<file path="src/rtl/data_pipe_pkg.sv">
// Shared definitions for the data_pipe interconnect family: pipe occupancy
// states and the path-select width helper.
package data_pipe_pkg;

    typedef enum logic [1:0] {
        IDLE  = 2'd0,
        EMPTY = 2'd1,
        ONE   = 2'd2,
        TWO   = 2'd3
    } pipe_state_e;

    // Width of a path index able to address num downstream channels.
    function automatic int nsize_f(input int num);
        if (num <= 2)       return 1;
        else if (num <= 4)  return 2;
        else if (num <= 8)  return 3;
        else if (num <= 16) return 4;
        else                return 5;
    endfunction

endpackage

</file>
<file path="src/rtl/data_pipe_skid2.sv">
// Generic 2-entry pipe stage: connector register plus one skid buffer,
// with a registered upstream ready gated by vld_sw.
module data_pipe_skid2
    import data_pipe_pkg::*;
#(
    parameter int DSIZE = 8
) (
    input  logic             clock,
    input  logic             rst,
    input  logic             clk_en,
    input  logic             vld_sw,
    input  logic             in_valid,
    input  logic [DSIZE-1:0] in_data,
    output logic             in_ready,
    output logic             out_valid,
    output logic [DSIZE-1:0] out_data,
    input  logic             out_ready,
    output logic [1:0]       state_dbg,
    output logic [1:0]       nstate_dbg
);

    // Handshake: a beat moves on an edge where valid & ready & clk_en are all
    // high; valid never waits for ready, ready may depend only on registers.
    pipe_state_e      state_q, state_d;
    logic [DSIZE-1:0] conn_q, conn_d;
    logic [DSIZE-1:0] buf_q, buf_d;
    logic             ready_q, ready_d;
    logic             conn_vld;
    logic             up_hs;
    logic             dn_hs;

    always_comb begin
        conn_vld = (state_q == ONE) || (state_q == TWO);
        up_hs    = in_valid & ready_q & clk_en;
        dn_hs    = conn_vld & out_ready & clk_en;
        state_d  = state_q;
        conn_d   = conn_q;
        buf_d    = buf_q;
        case (state_q)
            IDLE:  state_d = EMPTY;
            EMPTY: begin
                if (up_hs) begin
                    state_d = ONE;
                    conn_d  = in_data;
                end
            end
            ONE: begin
                if (up_hs && !dn_hs) begin
                    state_d = TWO;
                    buf_d   = in_data;
                end else if (!up_hs && dn_hs) begin
                    state_d = EMPTY;
                end else if (up_hs && dn_hs) begin
                    conn_d = in_data;
                end
            end
            TWO: begin
                if (dn_hs) begin
                    state_d = ONE;
                    conn_d  = buf_q;
                    buf_d   = '0;
                end
            end
            default: state_d = IDLE;
        endcase

        // Ready stays low through the IDLE cycle so it only loads once EMPTY
        // is reached; it can fall without clk_en but never rises.
        ready_d = 1'b0;
        if (state_q != IDLE && (state_d == EMPTY || state_d == ONE)) begin
            ready_d = clk_en ? vld_sw : (ready_q & vld_sw);
        end
    end

    always_ff @(posedge clock) begin
        if (rst) begin
            state_q <= IDLE;
            conn_q  <= '0;
            buf_q   <= '0;
            ready_q <= 1'b0;
        end else begin
            state_q <= state_d;
            conn_q  <= conn_d;
            buf_q   <= buf_d;
            ready_q <= ready_d;
        end
    end

    assign in_ready   = ready_q;
    assign out_valid  = conn_vld;
    assign out_data   = conn_q;
    assign state_dbg  = state_q;
    assign nstate_dbg = state_d;

endmodule

</file>
<file path="src/rtl/data_pipe_interconnect_s2m.sv">
// One upstream stream fanned out to NUM downstream channels; the path is
// latched only while the pipe is empty so a beat never splits across paths.
module data_pipe_interconnect_s2m
    import data_pipe_pkg::*;
#(
    parameter int NUM   = 8,
    parameter int DSIZE = 8,
    localparam int NSIZE = nsize_f(NUM)
) (
    input  logic             clock,
    input  logic             rst,
    input  logic             clk_en,
    input  logic             vld_sw,
    input  logic [NSIZE-1:0] sw,
    output logic [NSIZE-1:0] curr_path,
    input  logic             s00_valid,
    input  logic [DSIZE-1:0] s00_data,
    output logic             s00_ready,
    output logic [NUM-1:0]   m00_valid,
    output logic [DSIZE-1:0] m00_data,
    input  logic [NUM-1:0]   m00_ready,
    output logic [1:0]       dbg_state
);

    localparam logic [NSIZE:0] NUM_W = NUM[NSIZE:0];

    logic [NSIZE-1:0] curr_path_q, curr_path_d;
    logic             conn_vld;
    logic             sel_ready;
    logic [1:0]       nstate;

    data_pipe_skid2 #(.DSIZE(DSIZE)) u_skid (
        .clock      (clock),
        .rst        (rst),
        .clk_en     (clk_en),
        .vld_sw     (vld_sw),
        .in_valid   (s00_valid),
        .in_data    (s00_data),
        .in_ready   (s00_ready),
        .out_valid  (conn_vld),
        .out_data   (m00_data),
        .out_ready  (sel_ready),
        .state_dbg  (dbg_state),
        .nstate_dbg (nstate)
    );

    always_comb begin
        curr_path_d = curr_path_q;
        // Out-of-range requests (e.g. sw=1 with NUM=1) fall back to path 0.
        if (clk_en && (nstate == IDLE || nstate == EMPTY)) begin
            curr_path_d = ({1'b0, sw} < NUM_W) ? sw : '0;
        end
        sel_ready = m00_ready[curr_path_q];
        m00_valid = '0;
        m00_valid[curr_path_q] = conn_vld;
    end

    always_ff @(posedge clock) begin
        if (rst) begin
            curr_path_q <= '0;
        end else begin
            curr_path_q <= curr_path_d;
        end
    end

    assign curr_path = curr_path_q;

endmodule

</file>
<file path="config.mk">
export PLATFORM = sky130hd
export DESIGN_NAME = data_pipe_interconnect_s2m
export DESIGN_NICKNAME = d
export VERILOG_FILES = /design/src/rtl/data_pipe_pkg.sv /design/src/rtl/data_pipe_skid2.sv /design/src/rtl/data_pipe_interconnect_s2m.sv
export SDC_FILE = /design/constraint.sdc
export NUM_CORES = 1
export LEC_CHECK = 0
export ABC_CLOCK_PERIOD_IN_PS = 2800
export BUFFER_PORTS_ARGS = -buffer_cell sky130_fd_sc_hd__clkbuf_2
export CAP_MARGIN = 25
export CORE_UTILIZATION = 47
export DETAILED_ROUTE_END_ITERATION = 10
export GPL_ROUTABILITY_DRIVEN = 0
export GPL_TIMING_DRIVEN = 0
export PLACE_DENSITY = 0.75
export SLEW_MARGIN = 25
export SYNTH_ARGS = -nofsm -noshare
export SYNTH_HDL_FRONTEND = slang
export SYNTH_HIERARCHICAL = 1
export SYNTH_SLANG_ARGS = --single-unit
</file>
<file path="constraint.sdc">
create_clock -name clock -period 2.8 [get_ports clock]
set_input_delay 0.14 -clock clock [delete_from_list [all_inputs] [get_ports clock]]
set_output_delay 0.14 -clock clock [all_outputs]
set_load 0.01 [all_outputs]
</file>
==> impl_metrics.env, run 1 <==
export IMPL_status="finished clean"
export IMPL_die_y_um=51.5
export IMPL_arrival_ps=2770
export IMPL_dp_hpwl_um=1950
export IMPL_root_buffer="clkbuf_4"
export IMPL_worst_setup_path_start_kind="register"
export IMPL_vias=1040
export IMPL_core_region_area_um2=2250
export IMPL_synthXorXnorAreaFrac_pct=0
export IMPL_cts_buffers=3
export IMPL_first_pass_iters=4
export IMPL_crit_chain="mux4_1 -> mux2_2 -> nand4bb_4 -> a211oi_4 -> mux2i_1 -> nor2_1"
export IMPL_antenna_found_initial=0
export IMPL_max_vdd_ir_drop_mv=0.350
export IMPL_clock_path_buffers=2
export IMPL_die_area_um2=2650
export IMPL_dr_first_iter_drc_count=23
export IMPL_netlist_instances=125
export IMPL_path_delay_family="multiplexers"
export IMPL_multi_input_area_um2=663
export IMPL_p_comb_share_pct=13.0
export IMPL_clk_latency_ps=310
export IMPL_hold_violations=0
export IMPL_synth_simple_area_share_pct=23.8
export IMPL_areaGrowthSynthToFinish_pct=25.8
export IMPL_synth_seq_cells=22
export IMPL_finalWirelength_um=2510
export IMPL_clk_pin_slew_worst_paths_ps=110
export IMPL_portBuffers=45
export IMPL_slew_violations=0
export IMPL_fillers=200
export IMPL_fin_crit_sh_pct=92.2
export IMPL_relSlewSlack_pct=60.8
export IMPL_synthAdderAreaFrac_pct=0
export IMPL_synth_area_um2=1150
export IMPL_yosysUniqueCellTypes=28
export IMPL_yosysSeqAreaShare_pct=38.3
export IMPL_drt_wirelength_per_cell_um=12.4
export IMPL_cts_hold_buffers=0
export IMPL_layout_nets=199
export IMPL_most_common_layout_cells="clkbuf_2 (45), nor2_1 (25), dfxtp_1 (22)"
export IMPL_synth_mux_area_share_pct=16.1
export IMPL_powerDensity_nw_per_um2=396
export IMPL_io_pins=46
export IMPL_routed_via_density=5.15
export IMPL_drc=0
export IMPL_num_rows=17
export IMPL_sw_frac_of_total_pct=24.1
export IMPL_crit_buf_inv=0
export IMPL_final_common_cell="clkbuf_2"
export IMPL_worst_slew_pin_slew_ps=586
export IMPL_finalHoldWorstSlack_ps=36.3
export IMPL_min_period_ps=2580
export IMPL_tns_ps=0
export IMPL_p_int_mw=0.435
export IMPL_maxCapViolations=0
export IMPL_ctsResizeCount=0
export IMPL_critPathMaxStageDelay_ps=570
export IMPL_path_class="reg -> reg"
export IMPL_setup_viol=0
export IMPL_fmax_ghz=0.387
export IMPL_overflow=0
export IMPL_grt_usage_pct=19.9
export IMPL_clock_skew_ps=7.90
export IMPL_die_x_um=51.5
export IMPL_rsz0062_at_grt="no"
export IMPL_start_util_pct=51.1
export IMPL_clock_sinks=22
export IMPL_synth_top_family_by_area="simple AND/OR/NAND/NOR gates"
export IMPL_cp_required_ps=2990
export IMPL_synth_warning_count=6
export IMPL_grt_pass1_wl_um=3930
export IMPL_synthesis_nets=149
export IMPL_total_leakage_power_nw=0.600
export IMPL_ant_nets=0
export IMPL_clkPwrFrac_pct=30.3
export IMPL_critPathMaxFanout=8
export IMPL_grt_max_degree=13
export IMPL_cts_setup_buffers=0
export IMPL_hp_class="in -> reg"
export IMPL_tritoncts="yes"
export IMPL_endpoint_kind="register"
export IMPL_grt_pass1_vias=926
export IMPL_crit_slowest_cell="mux4_1"
export IMPL_switchingPower_mw=0.138
export IMPL_p_seq_share_pct=56.7
export IMPL_seq_area_um2=440
export IMPL_synth_compound_area_share_pct=17.7
export IMPL_antenna_cells=0
export IMPL_cts_max_level=1
export IMPL_synth_avg_cell_area_um2=9.21
export IMPL_layout_drive_gt1_share_pct=34.5
[cells in the mapped netlist]
library cell	number	area (um^2)
nor2_1	25	93.8
dfxtp_1	22	440
a21oi_1	12	60.1
nor2b_1	12	75.1
mux2i_1	11	110
a211oi_1	7	52.6
clkbuf_1	4	15.0
nand2_1	4	15.0
and2_1	2	12.5
buf_2	2	10.0
inv_1	2	7.51
mux2_2	2	22.5
mux4_1	2	52.6
nand2b_1	2	12.5
nand3_1	2	10.0
nor3_1	2	10.0
a211oi_2	1	12.5
a211oi_4	1	20.0
a31oi_1	1	6.26
buf_6	1	11.3
inv_2	1	3.75
nand2b_2	1	8.76
nand4b_1	1	8.76
nand4bb_4	1	27.5
o2111a_1	1	11.3
o21ai_0	1	5.00
o221ai_1	1	8.76
o32ai_4	1	27.5
[power by group through the flow]
stage / registers [mW] / logic (mW) / clock network (mW)
2_1_floorplan: 0.333 / 0.0427 / 0
3_3_place_gp: 0.331 / 0.0717 / 0
3_5_place_dp: 0.332 / 0.0744 / 0
4_1_cts: 0.325 / 0.0747 / 0.178
5_1_grt: 0.326 / 0.0806 / 0.188
6_report: 0.325 / 0.0742 / 0.174
[sequential cells by signal, indices dropped and copies added, names as in the netlist]
| register | count |
|---|---|
| u_skid/in_ready | 1 |
| curr_path | 3 |
| u_skid/out_data | 8 |
| u_skid/buf_q | 8 |
| u_skid/state_dbg | 2 |
[path summary, 6_finish.rpt]
path	start	depth (start not counted)	endpoint	slack (ps)
setup / recovery	curr_path[0]$_SDFFE_PP0P_	6	u_skid/buf_q[4]$_SDFFE_PP0P_	220
hold / removal	rst	2	curr_path[0]$_SDFFE_PP0P_	40
setup reg to reg	curr_path[0]$_SDFFE_PP0P_	6	u_skid/buf_q[4]$_SDFFE_PP0P_	220
hold reg to reg	u_skid/buf_q[4]$_SDFFE_PP0P_	2	u_skid/buf_q[4]$_SDFFE_PP0P_	510
[worst register-to-register path, stage by stage, from the launching register on]
cell       delay, ps
dfxtp_1          450
mux4_1           570
mux2_2           330
nand4bb_4        250
a211oi_4         550
mux2i_1          270
nor2_1            50
[cells by family (layout without fill, tap and decap cells)]
group | count (synthesis) | after routing
buf+inv | 10 | 59
simple gates | 52 | 52
compound gates | 26 | 26
flops | 22 | 22
mux | 15 | 15
[stage by stage]
stage	power [mW]	std cells	cell area, um^2	setup WS [ps]	util, %
after floorplan	0.376	125	1150	401	-
after global placement	0.403	198	1410	286	62.6
after detailed placement	0.407	198	1410	230	62.6
after CTS	0.578	202	1450	199	64.2
after global routing	0.595	202	1450	104	64.2
final	0.573	202	1450	219	64.2
[cell type report]
class	instances	share of cell area [%]
clock buffers	4	2.51
repair buffers	45	15.6
flip-flops and latches	22	30.4
inverters	3	0.778
plain buffers	7	2.51
well taps	28	2.42
multi-input cells	93	45.8
[per-layer routing]
layer / track usage (%) / share of wire [%] / up-vias
met5: 0 / 0 / -
met4: 9.01 / 0.40 / 0
met2: 33.1 / 49 / 27
met3: 4.39 / 4.5 / 2
li1: - / - / 542
met1: 24.3 / 46 / 469
Note: power is estimated with default switching activity, not from simulation.
==> inputs of run 2 (changes only) <==
--- a/config.mk
+++ b/config.mk
@@ -8,13 +8,14 @@
 export ABC_CLOCK_PERIOD_IN_PS = 2800
 export BUFFER_PORTS_ARGS = -buffer_cell sky130_fd_sc_hd__clkbuf_2
 export CAP_MARGIN = 25
-export CORE_UTILIZATION = 47
+export CELL_PAD_IN_SITES_DETAIL_PLACEMENT = 0
+export CELL_PAD_IN_SITES_GLOBAL_PLACEMENT = 1
+export CORE_UTILIZATION = 34
 export DETAILED_ROUTE_END_ITERATION = 10
 export GPL_ROUTABILITY_DRIVEN = 0
 export GPL_TIMING_DRIVEN = 0
-export PLACE_DENSITY = 0.75
+export PLACE_DENSITY = 0.74
 export SLEW_MARGIN = 25
 export SYNTH_ARGS = -nofsm -noshare
 export SYNTH_HDL_FRONTEND = slang
-export SYNTH_HIERARCHICAL = 1
 export SYNTH_SLANG_ARGS = --single-unit
==> impl_metrics.env, run 2 <==
export IMPL_status="finished clean"
export IMPL_synth_edf_count=0
export IMPL_hp_class="in -> reg"
export IMPL_start_util_pct=36.7
export IMPL_rsz0062_at_grt="no"
export IMPL_root_buffer="clkbuf_4"
export IMPL_finalWirelength_um=2980
export IMPL_max_vdd_ir_drop_mv=0.223
export IMPL_die_x_um=60.1
export IMPL_crit_chain="mux4_2 -> mux2_4 -> mux2i_2 -> or4_1 -> ha_2 -> o21ai_4 -> mux2i_1 -> nor2_1"
export IMPL_grt_usage_pct=18.1
export IMPL_drc=0
export IMPL_ff2ff_setup_slack_ps=120
export IMPL_dr_first_iter_drc_count=34
export IMPL_num_rows=20
export IMPL_synth_warning_count=0
export IMPL_critPathMaxFanout=5
export IMPL_min_period_ps=2680
export IMPL_first_pass_iters=4
export IMPL_fin_crit_sh_pct=95.7
export IMPL_hold_violations=0
export IMPL_crit_buf_inv=0
export IMPL_clock_path_buffers=2
export IMPL_layout_nets=200
export IMPL_yosysTopAreaCell="dfxtp_1"
export IMPL_relSlewSlack_pct=46.2
export IMPL_powerDensity_nw_per_um2=445
export IMPL_cts_hold_buffers=0
export IMPL_cts_buffers=3
export IMPL_pre_cts_slack_ps=-66.2
export IMPL_hp_start="sw[2]"
export IMPL_areaGrowthSynthToFinish_pct=30.8
export IMPL_dp_hpwl_um=2170
export IMPL_drt_wirelength_per_cell_um=13.7
export IMPL_worst_setup_path_start_kind="register"
export IMPL_min_path_cells=3
export IMPL_ant_nets=0
export IMPL_grt_pass1_vias=1129
export IMPL_synth_seq_cells=22
export IMPL_die_area_um2=3610
export IMPL_synth_top_area_share_pct=38.4
export IMPL_portBuffers=44
export IMPL_yosysUniqueCellTypes=31
export IMPL_crit_slowest_cell="or4_1"
export IMPL_r2r_end="curr_path[0]$_SDFFE_PP0P_"
export IMPL_clk_latency_ps=320
export IMPL_synthesis_nets=150
export IMPL_grt_max_degree=14
export IMPL_cts_max_level=1
export IMPL_cp_depth=8
export IMPL_arrival_ps=2870
export IMPL_synth_avg_cell_area_um2=9.25
export IMPL_r2r_cells=8
export IMPL_synthTopCellsByArea="dfxtp_1 (38%), nand2_1 (7.5%), a32o_1 (7.0%), a311oi_1 (6.1%), a211oi_1 (5.2%)"
export IMPL_p_total_mw=0.668
export IMPL_hold_end="curr_path[2]$_SDFFE_PP0P_"
export IMPL_die_y_um=60.1
export IMPL_r2r_start="curr_path[0]$_SDFFE_PP0P_"
export IMPL_overflow=0
export IMPL_async_reset_ff_share_pct=0
export IMPL_final_common_cell="clkbuf_2"
export IMPL_startpoint="curr_path[0]$_SDFFE_PP0P_"
export IMPL_core_region_area_um2=3130
export IMPL_final_util_pct=48.0
export IMPL_slew_violations=0
export IMPL_most_common_layout_cells="clkbuf_2 (44), nand2_1 (23), dfxtp_1 (21)"
export IMPL_path_class="reg -> reg"
export IMPL_clk_pin_slew_worst_paths_ps=140
export IMPL_clock_skew_ps=9.44
export IMPL_vias=1158
export IMPL_worst_slew_pin_slew_ps=807
export IMPL_clock_sinks=22
export IMPL_finalHoldWorstSlack_ps=48.1
export IMPL_layout_drive_gt1_share_pct=34.7
export IMPL_total_leakage_power_nw=0.625
export IMPL_cp_required_ps=2990
export IMPL_antenna_cells=0
export IMPL_ys_flop_type="dfxtp_1"
export IMPL_setup_viol=0
export IMPL_antenna_found_initial=0
export IMPL_grt_pass1_wl_um=4790
export IMPL_routed_via_density=5.34
export IMPL_netlist_instances=124
export IMPL_synth_most_common_cell="nand2_1"
export IMPL_fin_ws_ps=120
export IMPL_yosysSeqAreaShare_pct=38.4
export IMPL_synthTopCellsByCount="nand2_1 (23), dfxtp_1 (22), nor2_1 (10)"
export IMPL_io_pins=46
export IMPL_path_delay_family="multiplexers"
export IMPL_fmax_ghz=0.373
export IMPL_critPathMaxStageDelay_ps=540
export IMPL_endpoint_kind="register"
export IMPL_tritoncts="yes"
export IMPL_maxCapViolations=0
export IMPL_synth_area_um2=1150
-- run 2: repair_timing --
action	4_1_cts	5_1_grt
pin swaps	0	1
resized for setup	2	5
setup buffers	0	2
setup endpoints to repair	3	3
-- run 2: cell type report --
type,instances,area [um^2]
fill,330,1630
inverter,1,3.75
buffer,8,37.5
clock buffer,3,22.5
sequential,22,444
timing repair buffer,46,235
clock inverter,1,30.0
multi-input combinational,92,672
tap,44,55.1
-- run 2: through the flow --
stage               cells  setup TNS, ps  cell area [um^2]
floorplan             124              0              1150
global placement      212          -82.9              1430
detailed placement    212           -181              1430
CTS                   215              0              1480
global route          217              0              1500
finish                217              0              1500
-- run 2: how the worst max path moves through the flow --
stage                     slack, ps                        end
after floorplan                  50  curr_path[1]$_SDFFE_PP0P_
after global placement          -30  curr_path[2]$_SDFFE_PP0P_
after detailed placement        -70  curr_path[1]$_SDFFE_PP0P_
after CTS                        10  curr_path[1]$_SDFFE_PP0P_
after global routing              3  curr_path[1]$_SDFFE_PP0P_
final                           120  curr_path[0]$_SDFFE_PP0P_
-- run 2: where the power goes --
part	leakage, nW	total, mW	internal (mW)	switching [mW]
clock network	0.0279	0.249	0.145	0.105
registers	0.179	0.327	0.318	0.00862
logic	0.418	0.0916	0.0448	0.0468
total	0.625	0.668	0.507	0.160
-- run 2: kinds of logic after synthesis --
kind of cell / Yosys count / synth area share [%]
buf+inv: 10 / 3.93
compound gates: 32 / 23.2
mux: 8 / 10.4
simple gates: 50 / 21.9
fa+ha+maj: 2 / 2.18
flops: 22 / 38.4
-- run 2: worst min-delay path: stages --
cell	delay (ps)
clkbuf_2	80
mux2i_1	50
nor2_1	70
-- run 2: routing by layer --
layer	vias to the layer above	GRT usage [%]	wire, um
met1	539	20.2	1330
met3	6	3.03	134
li1	575	-	-
met5	-	0	0
met2	38	33.2	1470
met4	0	7.97	46
